## config.mk

```make
export PLATFORM = sky130hd
export DESIGN_NAME = fetch_stage
export DESIGN_NICKNAME = d
export VERILOG_FILES = /design/src/rtl/skylark_pkg.sv /design/src/rtl/if_id_reg.sv /design/src/rtl/fetch_stage.sv
export SDC_FILE = /design/constraint.sdc
export NUM_CORES = 1
export LEC_CHECK = 0
export CORE_MARGIN = 2
export CORE_UTILIZATION = 48
export CTS_CLUSTER_DIAMETER = 120
export CTS_CLUSTER_SIZE = 25
export DETAILED_ROUTE_END_ITERATION = 8
export GPL_ROUTABILITY_DRIVEN = 0
export PLACE_DENSITY = 0.91
export RECOVER_POWER = 25
export SETUP_SLACK_MARGIN = 0.4
export SLEW_MARGIN = 20
export SYNTH_ARGS = -nofsm -noshare
export SYNTH_HDL_FRONTEND = slang
export SYNTH_SLANG_ARGS = --single-unit
```

## constraint.sdc

```tcl
create_clock -name clk -period 2.8 [get_ports clk]
set_input_delay 0.56 -clock clk [delete_from_list [all_inputs] [get_ports clk]]
set_output_delay 0.56 -clock clk [all_outputs]
set_load 0.02 [all_outputs]
```

## src/rtl/skylark_pkg.sv

```systemverilog
// skylark_pkg: shared types and constants for the fetch stage
package skylark_pkg;
  typedef enum logic [1:0] {PCSRC_SEQ = 2'b00, PCSRC_TAKEN = 2'b01, PCSRC_RECOVER = 2'b10} pcsrc_e;
  typedef enum logic [1:0] {IDLE, WAIT, HOLD, DISCARD} fetch_state_e;
  localparam logic [31:0] NOP_INSTR = 32'h0000_0013;
endpackage

```

## src/rtl/if_id_reg.sv

```systemverilog
// if_id_reg: IF/ID pipeline register with stall, flush and async active-low reset
module if_id_reg
  import skylark_pkg::*;
#(
  parameter int XLEN = 32
) (
  input  logic            clk,
  input  logic            nreset,
  input  logic            load,
  input  logic            stall,
  input  logic            flush,
  input  logic [31:0]     instr,
  input  logic [XLEN-1:0] pc,
  output logic [31:0]     InstrD,
  output logic [XLEN-1:0] PCD,
  output logic [XLEN-1:0] PCPlus4D,
  output logic            ValidD
);
  always_ff @(posedge clk or negedge nreset)
    if (!nreset) begin
      InstrD   <= NOP_INSTR;
      PCD      <= '0;
      PCPlus4D <= XLEN'(4);
      ValidD   <= 1'b0;
    end else if (flush) begin
      InstrD <= NOP_INSTR;
      ValidD <= 1'b0;
    end else if (load && !stall) begin
      InstrD   <= instr;
      PCD      <= pc;
      PCPlus4D <= pc + XLEN'(4);
      ValidD   <= 1'b1;
    end
endmodule

```

## src/rtl/fetch_stage.sv

```systemverilog
// fetch_stage: instruction fetch with one outstanding request, redirects and IF/ID register
module fetch_stage
  import skylark_pkg::*;
#(
  parameter int              XLEN     = 32,
  parameter logic [XLEN-1:0] RESET_PC = '0
) (
  input  logic            clk,
  input  logic            nreset,
  output logic            imem_req,
  output logic [XLEN-1:0] imem_addr,
  input  logic            imem_gnt,
  input  logic            imem_rvalid,
  input  logic [31:0]     imem_rdata,
  input  logic [1:0]      PCSrcE,
  input  logic [XLEN-1:0] BranchTargetE,
  input  logic [XLEN-1:0] PCPlus4E,
  input  logic            StallD,
  input  logic            FlushD,
  output logic [31:0]     InstrD,
  output logic [XLEN-1:0] PCD,
  output logic [XLEN-1:0] PCPlus4D,
  output logic            ValidD,
  output logic            branched_flag_F
);
  fetch_state_e    state, state_n;
  logic            run, hs, taken, recover, redir, load, bflag, tgt_pend;
  logic [XLEN-1:0] pc_f, pc_sel, pc_n;
  logic [31:0]     skid;
  assign imem_req        = run && state == IDLE;
  assign imem_addr       = pc_f;
  assign hs              = imem_req && imem_gnt;
  assign taken           = PCSrcE == PCSRC_TAKEN;
  assign recover         = PCSrcE == PCSRC_RECOVER;
  assign redir           = taken || recover;
  assign load            = !redir && !StallD && (state == HOLD || (state == WAIT && imem_rvalid));
  assign branched_flag_F = bflag;
  always_comb begin
    state_n = state;
    case (state)
      IDLE:    state_n = hs ? (redir ? DISCARD : WAIT) : IDLE;
      WAIT:    state_n = imem_rvalid ? ((redir || !StallD) ? IDLE : HOLD) : (redir ? DISCARD : WAIT);
      HOLD:    state_n = (redir || !StallD) ? IDLE : HOLD;
      DISCARD: state_n = imem_rvalid ? IDLE : DISCARD;
      default: state_n = IDLE;
    endcase
    pc_sel = taken ? BranchTargetE : recover ? PCPlus4E : load ? pc_f + XLEN'(4) : pc_f;
    pc_n   = {pc_sel[XLEN-1:2], 2'b00};
  end
  always_ff @(posedge clk or negedge nreset)
    if (!nreset) begin
      state    <= IDLE;
      pc_f     <= RESET_PC;
      run      <= 1'b0;
      skid     <= NOP_INSTR;
      bflag    <= 1'b0;
      tgt_pend <= 1'b0;
    end else begin
      state <= state_n;
      pc_f  <= pc_n;
      run   <= 1'b1;
      if (state == WAIT && imem_rvalid && StallD && !redir) skid <= imem_rdata;
      if (taken) begin
        bflag    <= 1'b1;
        tgt_pend <= 1'b1;
      end else if (recover) begin
        bflag    <= 1'b0;
        tgt_pend <= 1'b0;
      end else if (load) begin
        tgt_pend <= 1'b0;
        if (!tgt_pend) bflag <= 1'b0;
      end
    end
  if_id_reg #(.XLEN(XLEN)) u_if_id (
    .clk      (clk),
    .nreset   (nreset),
    .load     (load),
    .stall    (StallD),
    .flush    (FlushD),
    .instr    (state == HOLD ? skid : imem_rdata),
    .pc       (pc_f),
    .InstrD   (InstrD),
    .PCD      (PCD),
    .PCPlus4D (PCPlus4D),
    .ValidD   (ValidD)
  );
endmodule

```

Word level (Yosys, flattened, before mapping). Index checks and enable logic that the tools add are counted.

Bits of input ports: 104. Flip-flop bits (word level): 162. Word-level logic and storage cells: 57. Output and inout bits: 131.

Eq/ne operators: 6. Bitwise operators: 1. Add/subtract/negate cells: 1. Muxes and demuxes: 21. Reduce and logical (&&, ||, !) cells: 18.

Operators with widths (number): $mux W32 (6); $add A32 B3 Y32 const B (1); $mux W2 (5); $mux W1 (9); $logic_and A1 B1 Y1 (8); $pmux W2 S4 (1); $eq A2 B2 Y1 const B (3); $eq A2 B1 Y1 const B (2); $reduce_and A2 Y1 (2); $logic_or A1 B1 Y1 (3); $ne A3 B3 Y1 const B (1); $reduce_bool A3 Y1 (1); $logic_not A1 Y1 (2); $logic_not A2 Y1 (1); $reduce_bool A2 Y1 (1); $not A1 Y1 (1).

Logic depth before layout (Yosys ltp). Gate-level depths: netlist (run 1).

Depth in word-level cells: 8. Depth in mapped cells: 10.

Hierarchy. A second synthesis (run 1) with hierarchy kept.

Cell total of the unflattened synthesis: 867. Area total of the unflattened synthesis: 8529.4 um2.

By module, submodules not included: fetch_stage (cells each 462, area each 4444.3 um2, instances 1, seq. area each 1680.4 um2); if_id_reg (cells each 405, area each 4085.2 um2, instances 1, seq. area each 2382.3 um2).

Worst setup path before layout (run 1). OpenSTA, ideal clock, no wires.

Path kind: input port to flip-flop. Start point: input PCSrcE[0]. End point: register u_if_id.PCPlus4D[26]. Library setup time: 0.136 ns. Setup slack: 0.563 ns. Buffers on the path: 3. Stages: 10. Arrival: 2.102 ns. Data required time: 2.664 ns. Path through: inv_1 > ha_1 > clkbuf_1 > inv_1 > a211oi_2 > nand2b_1 > clkbuf_1 > clkbuf_1 > nand2_1 > o21ai_0.

Word-level cells in the longest chain between the ends: 7. Elaborated cells on any way between the ends: 8. Classes of those cells: eq/ne (2); reduce/logical (6).

Ends and longest elaborated chain: start: declaration (RTL line fetch_stage.sv:15) `input logic [1:0] PCSrcE,`; $eq A2 B1 Y1 / $eq A2 B2 Y1 (equally long branches) (RTL line fetch_stage.sv:33, fetch_stage.sv:34); $logic_or A1 B1 Y1 * (RTL line fetch_stage.sv:35) `assign redir = taken || recover;`; $logic_not A1 Y1 * (RTL line fetch_stage.sv:36) `assign load = !redir && !StallD && (state == HOLD || (state == WAIT && imem_rvalid));`; $logic_and A1 B1 Y1 * (2 in series) (RTL line fetch_stage.sv:36); $logic_and A1 B1 Y1 * (RTL line if_id_reg.sv:28) `end else if (load && !stall) begin`; $reduce_and A2 Y1 (no source line) *; end signal: assignment (RTL line if_id_reg.sv:31) `PCPlus4D <= pc + XLEN'(4);`; end: declaration (RTL line if_id_reg.sv:16) `output logic [XLEN-1:0] PCPlus4D,`.

Mark *: on every way between the ends. The rest lies on a longest branch, timed or not. A chain may end at the register's enable or synchronous reset.

Worst setup path after layout (run 1).
Start point: register pc_f[29], in the netlist imem_addr[29]. End point: output imem_addr[29].

RTL lines: start: declaration (RTL line fetch_stage.sv:28) `logic [XLEN-1:0] pc_f, pc_sel, pc_n;`; start signal: assignment (RTL line fetch_stage.sv:60) `pc_f <= pc_n;`; end: declaration (RTL line fetch_stage.sv:11) `output logic [XLEN-1:0] imem_addr,`.

No word-level cell between the ends.

==> results of run 1 <==
==> timing repair <==
action,in CTS,in global routing
setup endpoints to repair,1,1
resized for setup,1,1
hold buffers,0,0
==> metal layers <==
layer,GRT usage,share of wire,vias up
met3,0.0756,0.078,61
li1,-,-,3191
met2,0.433,0.48,307
met4,0.121,0.032,0
met1,0.330,0.41,3315
met5,0,0,-
==> kinds of logic after synthesis <==
logic type | after synthesis
AND/OR/NAND/NOR | 272
AO/OA/AOI/OAI | 184
flip-flops | 160
buffers and inverters | 77
multiplexers | 67
XOR/XNOR | 27
adder cells (fa/ha/maj) | 3
other | 2
==> registers in the layout (all words and copies together) (netlist names) <==
signal            cells
skid                 32
u_if_id.InstrD       32
imem_addr            30
u_if_id.PCD          30
u_if_id.PCPlus4D     30
state                 2
branched_flag_F       1
run                   1
tgt_pend              1
u_if_id.ValidD        1
==> stage by stage <==
stage          total power (uW)  setup slack [ps]
5_1_grt                   10500               406
3_5_place_dp               7710               125
4_1_cts                   10000               555
2_1_floorplan              5780               563
6_report                   9980               570
3_3_place_gp               7560               269
==> final cells by class <==
class                   instances  share of cell area
flip-flops and latches        160               0.367
multi-input cells             560               0.319
repair buffers                259               0.234
clock buffers                  18              0.0402
well taps                     216              0.0247
clock inverters                14              0.0121
inverters                       8             0.00275
diodes                          1            0.000229
==> placed cells by master (no fill, tap or decap), types with 19 or more instances in the layout <==
cell type,n
dfrtp_1,153
clkdlybuf4s50_1,222
a211oi_1,29
mux2_2,33
mux2i_1,34
a21oi_1,28
o21ai_0,47
nor2_1,58
nand2_1,151
buf_4,29
xnor2_1,19
==> worst max-delay path by stage <==
stage / from / end / slack (ps) / depth (start not counted)
6_report: imem_addr[29] / imem_addr[29] / 570 / 1
5_1_grt: imem_rvalid / imem_addr[19] / 410 / 7
4_1_cts: imem_addr[29] / imem_addr[29] / 550 / 1
3_5_place_dp: PCSrcE[1] / imem_addr[11] / 130 / 7
3_3_place_gp: PCSrcE[1] / imem_addr[11] / 270 / 7
2_1_floorplan: PCSrcE[0] / u_if_id.PCPlus4D[26] / 560 / 10
==> power groups by stage <==
stage	Clock, uW	Sequential [uW]	Combinational (uW)
2_1_floorplan	0	4400	1380
6_report	2280	3790	3900
5_1_grt	2410	3910	4180
3_5_place_dp	0	3810	3900
4_1_cts	2320	3780	3930
3_3_place_gp	0	3760	3800
==> run_results.csv, run 1 <==
group,metric,value,unit
status,status,"finished, violations left",
status,violations,"max-capacitance violations, max-slew violations",
floorplan,die_w,131,um
floorplan,die_h,131,um
global_route,grt_first_pass_wirelength,36.8,mm
synth,synth-seq-area-share,0.514,
synth,synth_enable_flop_cells,0,
clocking,cts_setup_buffers,0,
hold_path,hp-start,"u_if_id.PCPlus4D[2]",
critical_path,slowest_delay,720,ps
pwr,power_frac_seq,0.380,
clocking,cts.reportedPaths.clkPinSlew,70,ps
synth,synth_top_family_by_area,"simple AND/OR/NAND/NOR gates",
clocking,tritoncts,"built",
synth,yosys.area.top_type_share,0.491,
sta,setup_viol,0,
synth,synth-simple-area-share,0.159,
hold_path,min_to,"u_if_id.PCPlus4D[2]",
synth,synth_cell_types,64,
global_route,grt_use_total,0.266,
floorplan,ios,235,
critical_path,cp-end-kind,"output pin",
pwr,power_density,913,mW/mm^2
critical_path,rrSetupSlack,610,ps
pwr,p_comb_frac,0.391,
critical_path,worstPathBufferInverterCount,1,
global_route,first_global_vias,7110,
critical_path,required,2240,ps
cells_and_area,areaGrowthSynthToFinish,40.1,%
synth,synth_fa_ha_area_frac,0.00481,
sta,slew_headroom,-0.102,
sta,setup-tns-final,0,ps
synth,synth_compound_area_frac,0.154,
critical_path,r2r_cells,6,
sta,max_freq,449,MHz
global_route,grt_overflow_total,0,
synth,muxShareOfSynthArea,0.0913,
floorplan,start_util,0.491,
critical_path,critical_path_class,"register to output pin",
clocking,numCtsBuffers,17,
sta,rsz0062_at_grt,"false",
drt,avgRoutedWirePerCell,18.4,um
critical_path,r2r-end,"imem_addr[24]",
synth,synth_top_area_cell,"dfrtp_1",
cells_and_area,drive_above_1_share,0.130,
clocking,cts.htree.levels,4,
drt,num_vias,6874,
cells_and_area,multiInputGateArea,0.00348,mm^2
cells_and_area,utilization,0.688,
placed_design,place_inst,1203,
pwr,p_sw_frac,0.373,
sta,min_period,2230,ps
synth,synth_ff_type,"dfrtp_1",
synth,syn_area,0.00780,mm^2
synth,yosysMostFrequentCell,"dfrtp_1",
placed_design,postPlaceCellArea,0.0104,mm^2
drt,ant_nets,0,
critical_path,critical_path.top_delay_family,"buffers and inverters",
drt,first_pass_iters,5,
synth,syn_avg_cell_area,9.85,um^2
clocking,cts_sinks,160,
drt,via_per_inst,5.56,
sta,fin_skew,9.17,ps
synth,syn_inst,792,
placed_design,dp_hpwl,16.2,mm
drt,drt_iter0_markers,416,
clocking,insertion_delay,420,ps
drt,wl,22.8,mm
floorplan,die_area,0.0173,mm^2
hold_path,min_path_type,"register to register",
synth,ys_ff_latch,160,
cells_and_area,final_area,0.0109,mm^2
cells_and_area,layout.nets,1113,
clocking,cts_root_buf,"clkbuf_16",
floorplan,rows,46,
pwr,pwr-share-clk,0.229,
critical_path,crit_fanout,8,
critical_path,arrival,1670,ps
sta,slew_viol_final,62,
sta,post-route-period-util,0.796,
cells_and_area,fillerInstances,1181,
synth,synth_xor_area_frac,0.0303,
sta,hold_violations,0,
synth,synth_area_leaders,"dfrtp_1 (49%), nand2_1 (7.3%), mux2_2 (4.8%)",
job,max_cap_viol_count,1,
hold_path,hold_depth,2,
floorplan,fp.coreArea,0.0159,mm^2
cells_and_area,final-instance-count-excl-fill,1236,
synth,synthArstFlopShare,1.00,
sta,worst_pin_slew,1650,ps
pwr,switchingPower,3730,uW
critical_path,start_kind,"register",
clocking,clk_path_buf_depth,2,
pwr,p_leak,0.00458,uW
global_route,antenna_found_initial,1,
placed_design,port_buffers,224,
global_route,grt_max_degree,63,
synth,synth_commonest_cells,"dfrtp_1 (153), nand2_1 (151), nor2_1 (58), o21ai_0 (47), clkbuf_1 (36)",
critical_path,reg2reg_from,"imem_addr[2]",
synth,yosys_warnings,0,
pwr,ir_drop,672,uV
critical_path,crit_chain,"clkdlybuf4s50_1",
drt,drcViolationCount,0,
sta,whs,470,ps
pwr,intPower,6250,uW
critical_path,cp_slowest_cell,"clkdlybuf4s50_1",
cells_and_area,ff_latch_area,0.00401,mm^2
Power figures use the tool's default switching activity.
==> inputs of run 2 (changes only) <==
==> constraint.sdc (replaced) <==
create_clock -name clk -period 2.1 [get_ports clk]
set_input_delay 0.42 -clock clk [delete_from_list [all_inputs] [get_ports clk]]
set_output_delay 0.42 -clock clk [all_outputs]
set_load 0.02 [all_outputs]
==> run_results.csv, run 2 (synthesis results as in run 1) <==
group,metric,value,unit
status,status,"finished, violations left",
status,violations,"negative setup slack",
floorplan,die_area,0.0173,mm^2
clocking,tritoncts,"built",
sta,worst_pin_slew,1350,ps
floorplan,rows,46,
floorplan,die_w,131,um
pwr,ir_drop,910,uV
floorplan,start_util,0.491,
critical_path,critical_path_class,"register to register",
job,max_cap_viol_count,0,
cells_and_area,areaGrowthSynthToFinish,79.2,%
sta,fin_ws,-280,ps
cells_and_area,fillerInstances,618,
clocking,clk_path_buf_depth,2,
global_route,first_global_vias,8610,
placed_design,pre_cts_ws,-312,ps
drt,wl,41.6,mm
sta,min_period,2380,ps
drt,drt_iter0_markers,1339,
drt,avgRoutedWirePerCell,30.3,um
clocking,cts.htree.levels,4,
drt,ant_nets,0,
floorplan,die_h,131,um
sta,hold_violations,0,
drt,via_per_inst,6.75,
cells_and_area,layout.nets,1246,
sta,setup-tns-final,-687,ps
critical_path,start_kind,"register",
global_route,grt_max_degree,55,
cells_and_area,top_regs,"skid: 32 flops, u_if_id.InstrD: 32 flops",
sta,post-route-period-util,1.13,
drt,drcViolationCount,0,
critical_path,required,2380,ps
sta,slew_headroom,0.0998,
drt,first_pass_iters,7,
global_route,antenna_found_initial,6,
sta,max_freq,420,MHz
cells_and_area,layout.cells.most_common_list,"dfrtp_1 (137), dlygate4sd2_1 (102), clkdlybuf4s50_1 (95)",
cells_and_area,final-instance-count-excl-fill,1373,
sta,setup_viol,10,
clocking,insertion_delay,450,ps
sta,slew_viol_final,0,
global_route,grt_use_total,0.368,
clocking,numCtsBuffers,17,
critical_path,cp-end-kind,"register",
floorplan,ios,235,
cells_and_area,layout_commonest_cell,"dfrtp_1",
cells_and_area,utilization,0.880,
placed_design,dp_hpwl,17.2,mm
drt,num_vias,9267,
sta,whs,479,ps
cells_and_area,drive_above_1_share,0.445,
clocking,cts_sinks,160,
clocking,cts.reportedPaths.clkPinSlew,70,ps
critical_path,arrival,2660,ps
floorplan,fp.coreArea,0.0159,mm^2
sta,fin_skew,15.6,ps
placed_design,place_inst,1234,
placed_design,port_buffers,224,
global_route,grt_overflow_total,0,
sta,rsz0062_at_grt,"true",
pwr,power_density,1140,mW/mm^2
critical_path,crit_fanout,3,
hold_path,min_path_type,"register to register",
clocking,cts_root_buf,"clkbuf_16",
global_route,grt_first_pass_wirelength,48.8,mm
pwr,p_leak,0.00637,uW
[run 2: area by class of cell]
type	count	area, um^2	area share
Clock inverter	8	128	0.00913
Clock buffer	24	492	0.0352
Tap cell	216	270	0.0193
Timing Repair Buffer	392	4220	0.302
Sequential cell	160	4030	0.289
Inverter	8	45.0	0.00322
Antenna cell	5	12.5	0.000895
Multi-Input combinational cell	560	4780	0.342
[run 2: path summary, 6_finish.rpt]
path	slack [ps]	startpoint	depth (start not counted)	end
max	-280	imem_addr[2]	9	imem_addr[12]
min	480	u_if_id.PCPlus4D[2]	2	u_if_id.PCPlus4D[2]
max reg2reg	-280	imem_addr[2]	9	imem_addr[12]
min reg2reg	480	u_if_id.PCPlus4D[2]	2	u_if_id.PCPlus4D[2]
max in group asynchronous	300	nreset	3	skid[15]
min in group asynchronous	810	nreset	2	skid[8]
[run 2: power breakdown]
| part | switching [uW] | leakage (uW) | internal, uW |
|---|---|---|---|
| clock network | 1380 | 0.000297 | 2010 |
| registers | 1230 | 0.00198 | 4240 |
| logic | 3960 | 0.00410 | 3070 |
[run 2: worst max-delay path: stages (launching register included)]
cell and delay [ps]:
dfrtp_2 400, ha_4 160, nand4_1 190, buf_4 210
buf_6 110, buf_4 140, nor3_4 170, xor2_2 250
o21ai_1 110, a21oi_1 470
[run 2: metrics by stage]
step	power (uW)	area (um^2)
after floorplan	7830	8070
after global placement	10300	10800
after detailed placement	10500	10800
after CTS	13900	12600
after global routing	16200	14000
final	15900	14000
[run 2: layer usage]
metal  GRT usage  up-vias  part of all wire
met2       0.604      969              0.45
met5           0        -           0.00029
li1            -     3477                 -
met1       0.410     4420              0.32
met3      0.0999      399              0.12
met4       0.271        2              0.11
[run 2: what timing repair did]
item / 4_1_cts / 5_1_grt
setup endpoints to repair: 281 / 173
resized for setup: 296 / 278
gates cloned: 20 / 5
endpoints found under the hold margin: 43 / 0
setup buffers: 40 / 36
hold buffers: 1 / 0
pin swaps: 89 / 121
